## src/rtl/ahb_rr_grant_ctrl.sv

```systemverilog
`default_nettype none
// ============================================================================
// Module : ahb_rr_grant_ctrl
// Brief  : Round-robin AHB grant scheduler that only re-grants at burst/lock boundaries.
// Rev    : 1.0
// ============================================================================
module ahb_rr_grant_ctrl #(
  parameter int MASTER_NUM     = 4,
  parameter int MASTER_W       = $clog2(MASTER_NUM),
  parameter int DEFAULT_MASTER = MASTER_NUM - 1,
  parameter int MAX_INCR_BEATS = 16
) (
  input  logic                  hclk,
  input  logic                  hreset,
  input  logic [MASTER_NUM-1:0] m_busreq,
  input  logic [MASTER_NUM-1:0] m_hlock,
  input  logic                  hready,
  input  logic [1:0]            s_htrans,
  input  logic [2:0]            s_hburst,
  output logic [MASTER_NUM-1:0] hgrant,
  output logic [MASTER_W-1:0]   s_hmaster,
  output logic                  s_hmaster_lock
);

  localparam int CNT_W = 4;
  localparam int INC_W = $clog2(MAX_INCR_BEATS + 1);

  localparam logic [1:0]            c_trans_nonseq = 2'b10;
  localparam logic [1:0]            c_trans_seq    = 2'b11;
  localparam logic [2:0]            c_burst_single = 3'b000;
  localparam logic [2:0]            c_burst_incr   = 3'b001;
  localparam logic [MASTER_W-1:0]   c_default_idx  = MASTER_W'(DEFAULT_MASTER);
  localparam logic [MASTER_NUM-1:0] c_grant_one    = {{(MASTER_NUM-1){1'b0}}, 1'b1};
  localparam logic [INC_W-1:0]      c_incr_max     = INC_W'(MAX_INCR_BEATS);

  typedef enum logic [1:0] {
    ST_OWNED    = 2'd0,
    ST_HANDOVER = 2'd1,
    ST_BURST    = 2'd2,
    ST_LOCKED   = 2'd3
  } state_t;

  logic [MASTER_W-1:0]   grantee_q, grantee_d;
  logic [MASTER_W-1:0]   owner_q, owner_d;
  logic [MASTER_NUM-1:0] hgrant_q, hgrant_d;
  logic                  lock_q, lock_d;
  logic [CNT_W-1:0]      cnt_q, cnt_d;
  logic [INC_W-1:0]      incr_q, incr_d;

  logic [MASTER_W-1:0]   next_grantee;
  logic [CNT_W-1:0]      burst_cnt;
  logic                  is_nonseq, is_seq, rearb;
  state_t                state;

  assign hgrant         = hgrant_q;
  assign s_hmaster      = owner_q;
  assign s_hmaster_lock = lock_q;

  assign is_nonseq = (s_htrans == c_trans_nonseq);
  assign is_seq    = (s_htrans == c_trans_seq);

  // Remaining SEQ beats after the NONSEQ of a fixed-length burst.
  always_comb begin
    case (s_hburst)
      3'b010, 3'b011: burst_cnt = CNT_W'(3);
      3'b100, 3'b101: burst_cnt = CNT_W'(7);
      3'b110, 3'b111: burst_cnt = CNT_W'(15);
      default:        burst_cnt = '0;
    endcase
  end

  // Grantee itself is scanned last so a lone requester can be re-granted.
  always_comb begin
    logic                found;
    logic [MASTER_W-1:0] idx;
    next_grantee = c_default_idx;
    found        = 1'b0;
    idx          = '0;
    for (int i = 1; i <= MASTER_NUM; i++) begin
      idx = MASTER_W'((int'(grantee_q) + i) % MASTER_NUM);
      if (!found && m_busreq[idx]) begin
        next_grantee = idx;
        found        = 1'b1;
      end
    end
  end

  always_comb begin
    grantee_d = grantee_q;
    owner_d   = owner_q;
    lock_d    = lock_q;
    cnt_d     = cnt_q;
    incr_d    = incr_q;
    rearb     = 1'b0;
    state     = ST_OWNED;

    if (hready) begin
      owner_d = grantee_q;
      lock_d  = m_hlock[grantee_q];

      if (owner_q == grantee_q) begin
        if (is_nonseq)
          cnt_d = burst_cnt;
        else if (is_seq && cnt_q != '0)
          cnt_d = cnt_q - 1'b1;
        if ((is_nonseq || is_seq) && s_hburst == c_burst_incr && incr_q != c_incr_max)
          incr_d = incr_q + 1'b1;
      end

      // Classification uses the post-beat count so the last burst beat is seen on time.
      if (owner_q != grantee_q)
        state = ST_HANDOVER;
      else if (lock_q || m_hlock[grantee_q])
        state = ST_LOCKED;
      else if (cnt_d != '0)
        state = ST_BURST;
      else
        state = ST_OWNED;

      case (state)
        ST_HANDOVER: rearb = 1'b0;
        ST_LOCKED:   rearb = !m_hlock[grantee_q] && (cnt_d <= CNT_W'(1));
        ST_BURST:    rearb = (cnt_d == CNT_W'(1));
        default:     rearb = !m_busreq[grantee_q]
                             || (is_nonseq && s_hburst == c_burst_single)
                             || (incr_d == c_incr_max);
      endcase

      if (rearb) begin
        grantee_d = next_grantee;
        cnt_d     = '0;
        incr_d    = '0;
      end
    end

    hgrant_d = c_grant_one << grantee_d;
  end

  always_ff @(posedge hclk or negedge hreset) begin
    if (!hreset) begin
      grantee_q <= c_default_idx;
      owner_q   <= c_default_idx;
      hgrant_q  <= c_grant_one << DEFAULT_MASTER;
      lock_q    <= 1'b0;
      cnt_q     <= '0;
      incr_q    <= '0;
    end else begin
      grantee_q <= grantee_d;
      owner_q   <= owner_d;
      hgrant_q  <= hgrant_d;
      lock_q    <= lock_d;
      cnt_q     <= cnt_d;
      incr_q    <= incr_d;
    end
  end

endmodule
`default_nettype wire

```

## config.mk

```make
export PLATFORM = sky130hd
export DESIGN_NAME = ahb_rr_grant_ctrl
export DESIGN_NICKNAME = d
export VERILOG_FILES = /design/src/rtl/ahb_rr_grant_ctrl.sv
export SDC_FILE = /design/constraint.sdc
export NUM_CORES = 1
export LEC_CHECK = 0
export ABC_CLOCK_PERIOD_IN_PS = 7410
export CORE_UTILIZATION = 50
export DETAILED_ROUTE_END_ITERATION = 12
export PLACE_DENSITY = 0.75
export SYNTH_ARGS = -nofsm -noshare
export SYNTH_HDL_FRONTEND = slang
export SYNTH_SLANG_ARGS = --single-unit
```

## constraint.sdc

```tcl
create_clock -name hclk -period 7.41 [get_ports hclk]
set_input_delay 1.482 -clock hclk [delete_from_list [all_inputs] [get_ports hclk]]
set_output_delay 1.482 -clock hclk [all_outputs]
set_load 0.02 [all_outputs]
```

Word-level counts from Yosys, hierarchy flattened
Cells that the tools add are included.
- bits in registers: 18
- latch bits: 0
- RAM bits: 0
- ROM bits: 0
- output and inout bits: 7
- word-level logic and storage cells: 96
- memories kept: 0
- $add $sub $neg: 6
- multiply operators: 0
- div/mod/pow operators: 0
- $lt $le $gt $ge: 6
- equality and inequality tests: 17
- shift-type cells: 1
- muxes and demuxes: 37
- bitwise operators: 0
- reductions and logical operators: 23
- operator list (kind ; number):
    two-way mux 2 bit ; 10
    two-way mux 4 bit ; 5
    two-way mux 5 bit ; 4
    < comparator 2 x 3 -> 1 bit (second input constant) ; 5
    binary-select mux 1 bit (select 2 bit) ; 6
    equality test 3 bit (second input constant) ; 4
    one-hot mux 4 bit (3 select lines) ; 1
    two-way mux 1 bit ; 10
    equality test 2 bit (second input constant) ; 4
    logical AND 1 bit ; 8
    nonzero test 4 bit ; 2
    equality test 3 x 2 -> 1 bit (second input constant) ; 2
    OR reduction 2 bit ; 3
    adder 5 x 1 -> 5 bit (second input constant) ; 1
    equality test 5 bit (second input constant) ; 1
    logical NOT 1 bit ; 5
    != test 5 bit (second input constant) ; 1
    adder 2 x 1 -> 2 bit (second input constant) ; 2
    adder 2 bit (second input constant) ; 2
    equality test 4 x 1 -> 1 bit (second input constant) ; 1
    <= comparator 4 x 1 -> 1 bit (second input constant) ; 1
    logical OR 1 bit ; 4
    left shift 1 x 2 -> 4 bit (first input constant) ; 1
    subtractor 4 x 1 -> 4 bit (second input constant) ; 1
    other kinds (6) ; 6

Longest topological paths before layout
Gate-level depths: netlist (run 1).
- depth in word-level cells: 17
- depth in mapped cells: 8

Worst setup path before layout (run 1)
Ideal clock, no wire load.
- path type: in2reg
- from: input s_hburst[1]
- to: register grantee_q[1]
- setup time: 0.075 ns
- data arrival time: 3.370 ns
- slack: 3.965 ns
- cell stages on the path: 6
- path through: nand4bb_1 or3_1 or4_1 a211o_1 a211oi_4 mux2i_1
- longest elaborated chain between the ends: 16
- elaborated cells between the ends (all ways): 39
- ends and longest elaborated chain (what ; RTL line ; text):
    start: declaration ; 19 ; input logic [2:0] s_hburst,
    equality test 3 bit / equality test 3 x 2 -> 1 bit (equally long branches) ; 64 ; case (s_hburst)
    OR reduction 2 bit ; 64 ;
    one-hot mux 4 bit (3 select lines) ; 64 ;
    two-way mux 4 bit ; 102 ; if (is_nonseq)
    two-way mux 4 bit ; 101 ; if (owner_q == grantee_q) begin
    two-way mux 4 bit ; 97 ; if (hready) begin
    nonzero test 4 bit ; 115 ; else if (cnt_d != '0)
    two-way mux 2 bit ; 115 ;
    two-way mux 2 bit ; 113 ; else if (lock_q || m_hlock[grantee_q])
    two-way mux 2 bit ; 111 ; if (owner_q != grantee_q)
    two-way mux 2 bit ; 97 ;
    equality test 2 bit / equality test 2 x 1 -> 1 bit (equally long branches) ; 120 ; case (state)
    one-hot mux 1 bit (3 select lines) (*) ; 120 ;
    two-way mux 1 bit (*) ; 97 ;
    two-way mux 2 bit (*) ; 129 ; if (rearb) begin
    two-way mux 2 bit (*) ; 97 ;
    via grantee_d[1] ; 43 ; logic [MASTER_W-1:0] grantee_q, grantee_d;
    end signal: assignment ; 141 ; grantee_q <= c_default_idx;
    end signal: assignment ; 148 ; grantee_q <= grantee_d;
    end: declaration ; 43 ;
The timed path passes the listed nets; every way through them passes the cells marked *. The select of a mux whose other input is x is not followed.
A chain may end at the register's enable or synchronous reset.

Worst setup path after layout (run 1)
- from: input s_htrans[1]
- to: register hgrant_q[1], in the netlist hgrant[1]
- longest elaborated chain between the ends: 17
- elaborated cells between the ends (all ways): 33
- ends and longest elaborated chain (what ; RTL line ; text):
    start: declaration ; 18 ; input logic [1:0] s_htrans,
    equality test 2 bit ; 60 ; assign is_seq = (s_htrans == c_trans_seq);
    logical AND 1 bit ; 104 ; else if (is_seq && cnt_q != '0)
    two-way mux 4 bit ; 104 ;
    two-way mux 4 bit ; 102 ;
    two-way mux 4 bit ; 101 ;
    two-way mux 4 bit ; 97 ;
    nonzero test 4 bit ; 115 ;
    two-way mux 2 bit ; 115 ;
    [2 not listed] ; -- ;
    two-way mux 2 bit ; 97 ;
    equality test 2 bit / equality test 2 x 1 -> 1 bit (equally long branches) ; 120 ;
    one-hot mux 1 bit (3 select lines) (*) ; 120 ;
    two-way mux 1 bit (*) ; 97 ;
    two-way mux 2 bit (*) ; 129 ;
    two-way mux 2 bit (*) ; 97 ;
    left shift 1 x 2 -> 4 bit (*) ; 136 ; hgrant_d = c_grant_one << grantee_d;
    via hgrant_d[1] ; 45 ; logic [MASTER_NUM-1:0] hgrant_q, hgrant_d;
    end signal: assignment ; 143 ; hgrant_q <= c_grant_one << DEFAULT_MASTER;
    end signal: assignment ; 150 ; hgrant_q <= hgrant_d;
    end: declaration ; 45 ;
Marked as above.

==> results.toml, run 1 <==
[clock_tree]
htree_levels = 1
cts_buffer_depth = 2
cts.sinks = 18
clock_latency_ps = 290
clkSlewWorstSetupHoldPaths_ps = 100
cts_root_buf = "clkbuf_4"
cts_tree = "done"
ctsHoldBuffers = 0
cts_made_buffers = 3
post-cts-setup-buffer-count = 0
cts_resized = 0

[detailed_routing]
drt_iter0_markers = 45
top_layer = "met4"
wire_per_inst_microns = 16.3
drt-met1-wl_mm = 1.57
antenna_left = 0
met2WireLength_mm = 1.75
wl_mm = 3.42
viasPerCell = 6.33
wl_met3_microns = 71
firstDrtPassIters = 4
drc_errors = 0
num_vias = 1329

[critical_path]
slowest_stage = "clkdlybuf4s50_1"
cp-end-kind = "flop"
cp-start-kind = "input pin"
cp_max_fo = 8
crit_chain = "clkdlybuf4s50_1 > nand4bb_1 > or3_1 > or4_1 > a211o_1 > a211oi_4 > mux2i_1"
worst-path-buf-inv = 1
critPathMaxStageDelay_ps = 600
criticalPathCategory = "input pin to flop"
critical-path-top-delay-family = "simple AND/OR/NAND/NOR gates"
reg2reg_slack_ps = 4510
cp.required_ps = 7620
arrival_ps = 4220

[floorplan]
die-area_sq_um = 3030
die_h_microns = 55.1
rows = 18
ioPinCount = 23
coreArea_sq_um = 2570
die_w_microns = 55.1
start_util = 0.548

[logic_synthesis]
synth.most_common_cell = "nor2_1"
netlist-cell-type-count = 53
yosysWarnings = 0
synth_area_sq_um = 1410
async_reset_ff_frac = 1.00
netlist_instances = 161
synth_area_per_cell_sq_um = 8.74
ys_dominant_reg_cell = "dfrtp_1"
synth-seq-cells = 18
synth_edf_count = 0
yosysSeqAreaShare = 0.324
synth_common_cells = "nor2_1 (14), dfrtp_1 (13), nand2_1 (12), inv_1 (11), o21ai_0 (11)"
yosysTopAreaCell = "dfrtp_1"
syn-num-nets = 180
synth.area.top_cells = "dfrtp_1 (23%), dfstp_2 (9.3%), o21ai_0 (3.9%)"
yosys.area.top_type_share = 0.231

[layout]
n_antenna_cell = 0
drive_above_1_share = 0.106
fill_cells = 240
syn2layout_area_growth_pct = 18.4
fin_nets = 200
postLayoutCoreUtil = 0.649

[placement]
portBuffers = 22
place_congestion = 0.845
dp_hpwl_mm = 2.61

[grt]
antenna_found_initial = 0
grt.total_usage = 0.244
grt_max_degree = 19
grt_pass1_wl_mm = 5.24
grt_pass1_vias = 1176
grt-ovfl-total = 0

[sta]
grt_setup_unrepaired = "no"
fin_setup_tns_ps = 0
finalHoldViolCount = 0
fmax_mhz = 250
drv_slew = 0
fin_worst_skew_ps = 3.16
setup_violations = 0
period_needed_ps = 4000
tightest_slew_ps = 833
slew-limit-headroom = 0.443
period_share = 0.540

[pwr]
power.leakage_nw = 0.627
cellPowerDensity_nw_per_um2 = 325
ir_drop_uv = 287
p_total_w = 0.000542

[flow_run]
maxCapViolations = 0

[outcome]
status = "complete, no violations"

[worst_hold_path]
min_path_type = "flop to flop"
[worst paths after layout]
check | start | endpoint | depth (start not counted)
setup / recovery | s_htrans[1] | hgrant[1] | 7
setup reg to reg | grantee_q[0] | hgrant[1] | 6
max in group asynchronous | hreset | cnt_q[2] | 1
min in group asynchronous | hreset | incr_q[2] | 1
hold reg to reg | cnt_q[1] | cnt_q[1] | 2
hold / removal | cnt_q[1] | cnt_q[1] | 2
[worst reg2reg max path, cell delays in order, from the launching register on]
cell and delay [ps]:
dfstp_2 730, xor2_1 160, or3_1 400, or4_1 480
a211o_1 350, a211oi_4 450, mux2i_1 250
[report_power, final]
group	total (W)	internal, W	switching [W]
combinational	0.000287	0.000132	0.000154
clock	0.0000610	0.0000299	0.0000311
sequential	0.000194	0.000143	0.0000506
[registers in the layout (all words and copies together), names as in the netlist]
register,count
incr_q,5
s_hmaster,2
hgrant,4
grantee_q,2
s_hmaster_lock,1
cnt_q,4
[cell type report]
class | instances | area [sq um] | area share
Tap cell | 30 | 37.5 | 0.0225
Clock buffer | 4 | 36.3 | 0.0218
Timing Repair Buffer | 22 | 220 | 0.132
Inverter | 12 | 45.0 | 0.0270
Sequential cell | 18 | 457 | 0.274
Multi-Input combinational cell | 124 | 871 | 0.523
[kinds of logic (layout without fill, tap and decap cells)]
| kind of cell | count (synthesis) | in the layout | share of synthesized area |
|---|---|---|---|
| flip-flops | 18 | 18 | 0.324 |
| buffers and inverters | 19 | 38 | 0.0569 |
| adder cells (fa/ha/maj) | 3 | 3 | 0.0267 |
| AO/OA/AOI/OAI | 43 | 43 | 0.220 |
| multiplexers | 11 | 11 | 0.0996 |
| AND/OR/NAND/NOR | 63 | 63 | 0.248 |
| XOR/XNOR | 4 | 4 | 0.0249 |
[routing by layer]
metal,vias to the layer above,global-route usage
met2,22,0.430
met4,0,0.0958
li1,645,-
met3,2,0.0191
met1,660,0.308
met5,-,0
[through the flow]
| stage | worst slack, ps | std cells | hold WS [ps] | cell area, sq um |
|---|---|---|---|---|
| global route | 3210 | 210 | 592 | 1670 |
| global placement | 3260 | 206 | 521 | 1630 |
| detailed placement | 3150 | 206 | 522 | 1630 |
| floorplan | 3970 | 161 | 484 | 1410 |
| finish | 3410 | 210 | 541 | 1670 |
| CTS | 3450 | 210 | 547 | 1670 |
[layout by cell type (no fill, tap or decap), types with 4 or more instances in the layout]
| cell type | instances |
|---|---|
| a211oi_1 | 5 |
| a21oi_1 | 6 |
| clkdlybuf4s50_1 | 22 |
| dfrtp_1 | 13 |
| dfstp_2 | 5 |
| inv_1 | 11 |
| mux2_2 | 4 |
| mux2i_1 | 5 |
| nand2_1 | 12 |
| nand3_1 | 5 |
| nor2_1 | 14 |
| o21ai_0 | 11 |
| or3_1 | 4 |
Power figures use the tool's default switching activity.
==> inputs of run 2 (changes only) <==
- ABC_CLOCK_PERIOD_IN_PS: 7410 -> 3800
- clock period: 7.41 -> 3.8 ns (I/O delays scaled with it)
==> run 2 against run 1 <==
Against the previous run:
- count of clock-buffer cells in the layout unchanged
- total power is 96% higher
- via count is 0.45% lower
- largest power group unchanged
- critical endpoint unchanged
- non-clock buffer count increased by 1
- critical path depth unchanged
- largest cell class unchanged
- design area grew 0.45%
- cell count increased by 0.48%
- worst setup slack worse by 2800 ps
- flip-flop and latch count is the same
- register-to-register slack lost 3600 ps
- first-iteration DRC count fell by 42%
- combinational power increased by 95%
==> results.toml, run 2 (synthesized netlist as in run 1, its figures left out) <==
[sta]
setup_ws_ps = 604
tightest_slew_ps = 819
finalHoldViolCount = 0
fin_setup_tns_ps = 0
drv_slew = 0
setup_violations = 0
slew-limit-headroom = 0.453
fmax_mhz = 313
grt_setup_unrepaired = "no"
period_needed_ps = 3200
fin_worst_skew_ps = 3.49
period_share = 0.841

[layout]
fin_nets = 201
syn2layout_area_growth_pct = 18.9
drive_above_1_share = 0.110
n_antenna_cell = 0
top_register = "incr_q"
fin_area_sq_um = 1670
postLayoutCoreUtil = 0.652
largest_reg_flops = 5
final_cell_mix = "clkdlybuf4s50_1 (22), nor2_1 (14), dfrtp_1 (13)"
final_common_cell = "clkdlybuf4s50_1"

[placement]
dp_hpwl_mm = 2.55
portBuffers = 22
placed_cell_area_sq_um = 1640
place_congestion = 0.888
pre_cts_ws_ps = 348

[pwr]
switching_share = 0.437
p_clk_frac = 0.114
power.leakage_nw = 0.632
pwr-share-comb = 0.528
intPower_w = 0.000597
p_sw_w = 0.000463
ir_drop_uv = 484
pwr-share-seq = 0.358
cellPowerDensity_nw_per_um2 = 633
p_total_w = 0.00106

[critical_path]
rr_startpoint = "grantee_q[0]"
reg2reg_slack_ps = 960
cp_max_fo = 8
cp-end-kind = "flop"
cp-start-kind = "input pin"
cp.required_ps = 4020
worstRegToRegCells = 6
r2r_end = "hgrant[1]"
criticalPathCategory = "input pin to flop"
arrival_ps = 3420

[outcome]
status = "complete, no violations"

[grt]
grt_max_degree = 19
antenna_found_initial = 0
grt_pass1_wl_mm = 5.55
grt.total_usage = 0.261
grt-ovfl-total = 0
grt_pass1_vias = 1212

[detailed_routing]
firstDrtPassIters = 4
antenna_left = 0
drt_iter0_markers = 26
wl_mm = 3.38
viasPerCell = 6.27
num_vias = 1323
drc_errors = 0
wire_per_inst_microns = 16.0

[clock_tree]
cts_tree = "done"
htree_levels = 1
cts_made_buffers = 3
ctsHoldBuffers = 0
cts_buffer_depth = 2
clkSlewWorstSetupHoldPaths_ps = 100
cts.sinks = 18
post-cts-setup-buffer-count = 0
clock_latency_ps = 300
cts_root_buf = "clkbuf_4"
cts_resized = 0

[floorplan]
die_w_microns = 55.1
ioPinCount = 23
start_util = 0.548
die_h_microns = 55.1
die-area_sq_um = 3030
rows = 18
coreArea_sq_um = 2570

[flow_run]
maxCapViolations = 0

[worst_hold_path]
holdPathEnd = "cnt_q[1]"
holdPathStages = 2
min-delay-start = "cnt_q[1]"
min_path_type = "flop to flop"
[run 2: cell types whose count changed in the layout (fill, tap and decap cells not counted), sizes merged]
cell / delta
buf: +1
[run 2: routing by layer]
metal	GRT usage	wire, microns
met5	0	0
met4	0.146	81
met3	0.0246	101
met2	0.446	1710
met1	0.319	1490
[run 2: how the worst max path moves through the flow]
stage           startpoint           end  depth (start not counted)
6_report       s_htrans[1]     hgrant[1]                          7
5_1_grt        s_htrans[1]     hgrant[1]                          7
4_1_cts        s_htrans[1]     hgrant[0]                          7
3_5_place_dp   s_htrans[1]     hgrant[0]                          7
3_3_place_gp   s_htrans[1]     hgrant[3]                          7
2_1_floorplan  s_hburst[1]  grantee_q[1]                          6
[run 2: power groups by stage]
| stage | Clock, W | Combinational (W) | Sequential, W |
|---|---|---|---|
| 6_report | 0.000120 | 0.000560 | 0.000379 |
| 5_1_grt | 0.000132 | 0.000621 | 0.000396 |
| 4_1_cts | 0.000126 | 0.000559 | 0.000379 |
| 3_5_place_dp | 0 | 0.000557 | 0.000383 |
| 3_3_place_gp | 0 | 0.000541 | 0.000377 |
| 2_1_floorplan | 0 | 0.000398 | 0.000366 |
[run 2: final cells by class]
type                       count  area, sq um
timing repair buffer          23          228
clock buffer                   4         36.3
fill                         231          893
sequential                    18          457
inverter                      12         45.0
tap                           30         37.5
multi-input combinational    124          871
[run 2: worst max-delay path: stages]
cell	delay (ps)
clkdlybuf4s50_1	600
nand4bb_1	210
or3_1	370
or4_1	470
a211o_1	340
a211oi_4	410
mux2i_1	240
[run 2: stage by stage]
stage          hold slack, ps  cells
2_1_floorplan             464    161
3_3_place_gp              526    207
3_5_place_dp              534    207
4_1_cts                   560    211
5_1_grt                   611    211
6_report                  559    211
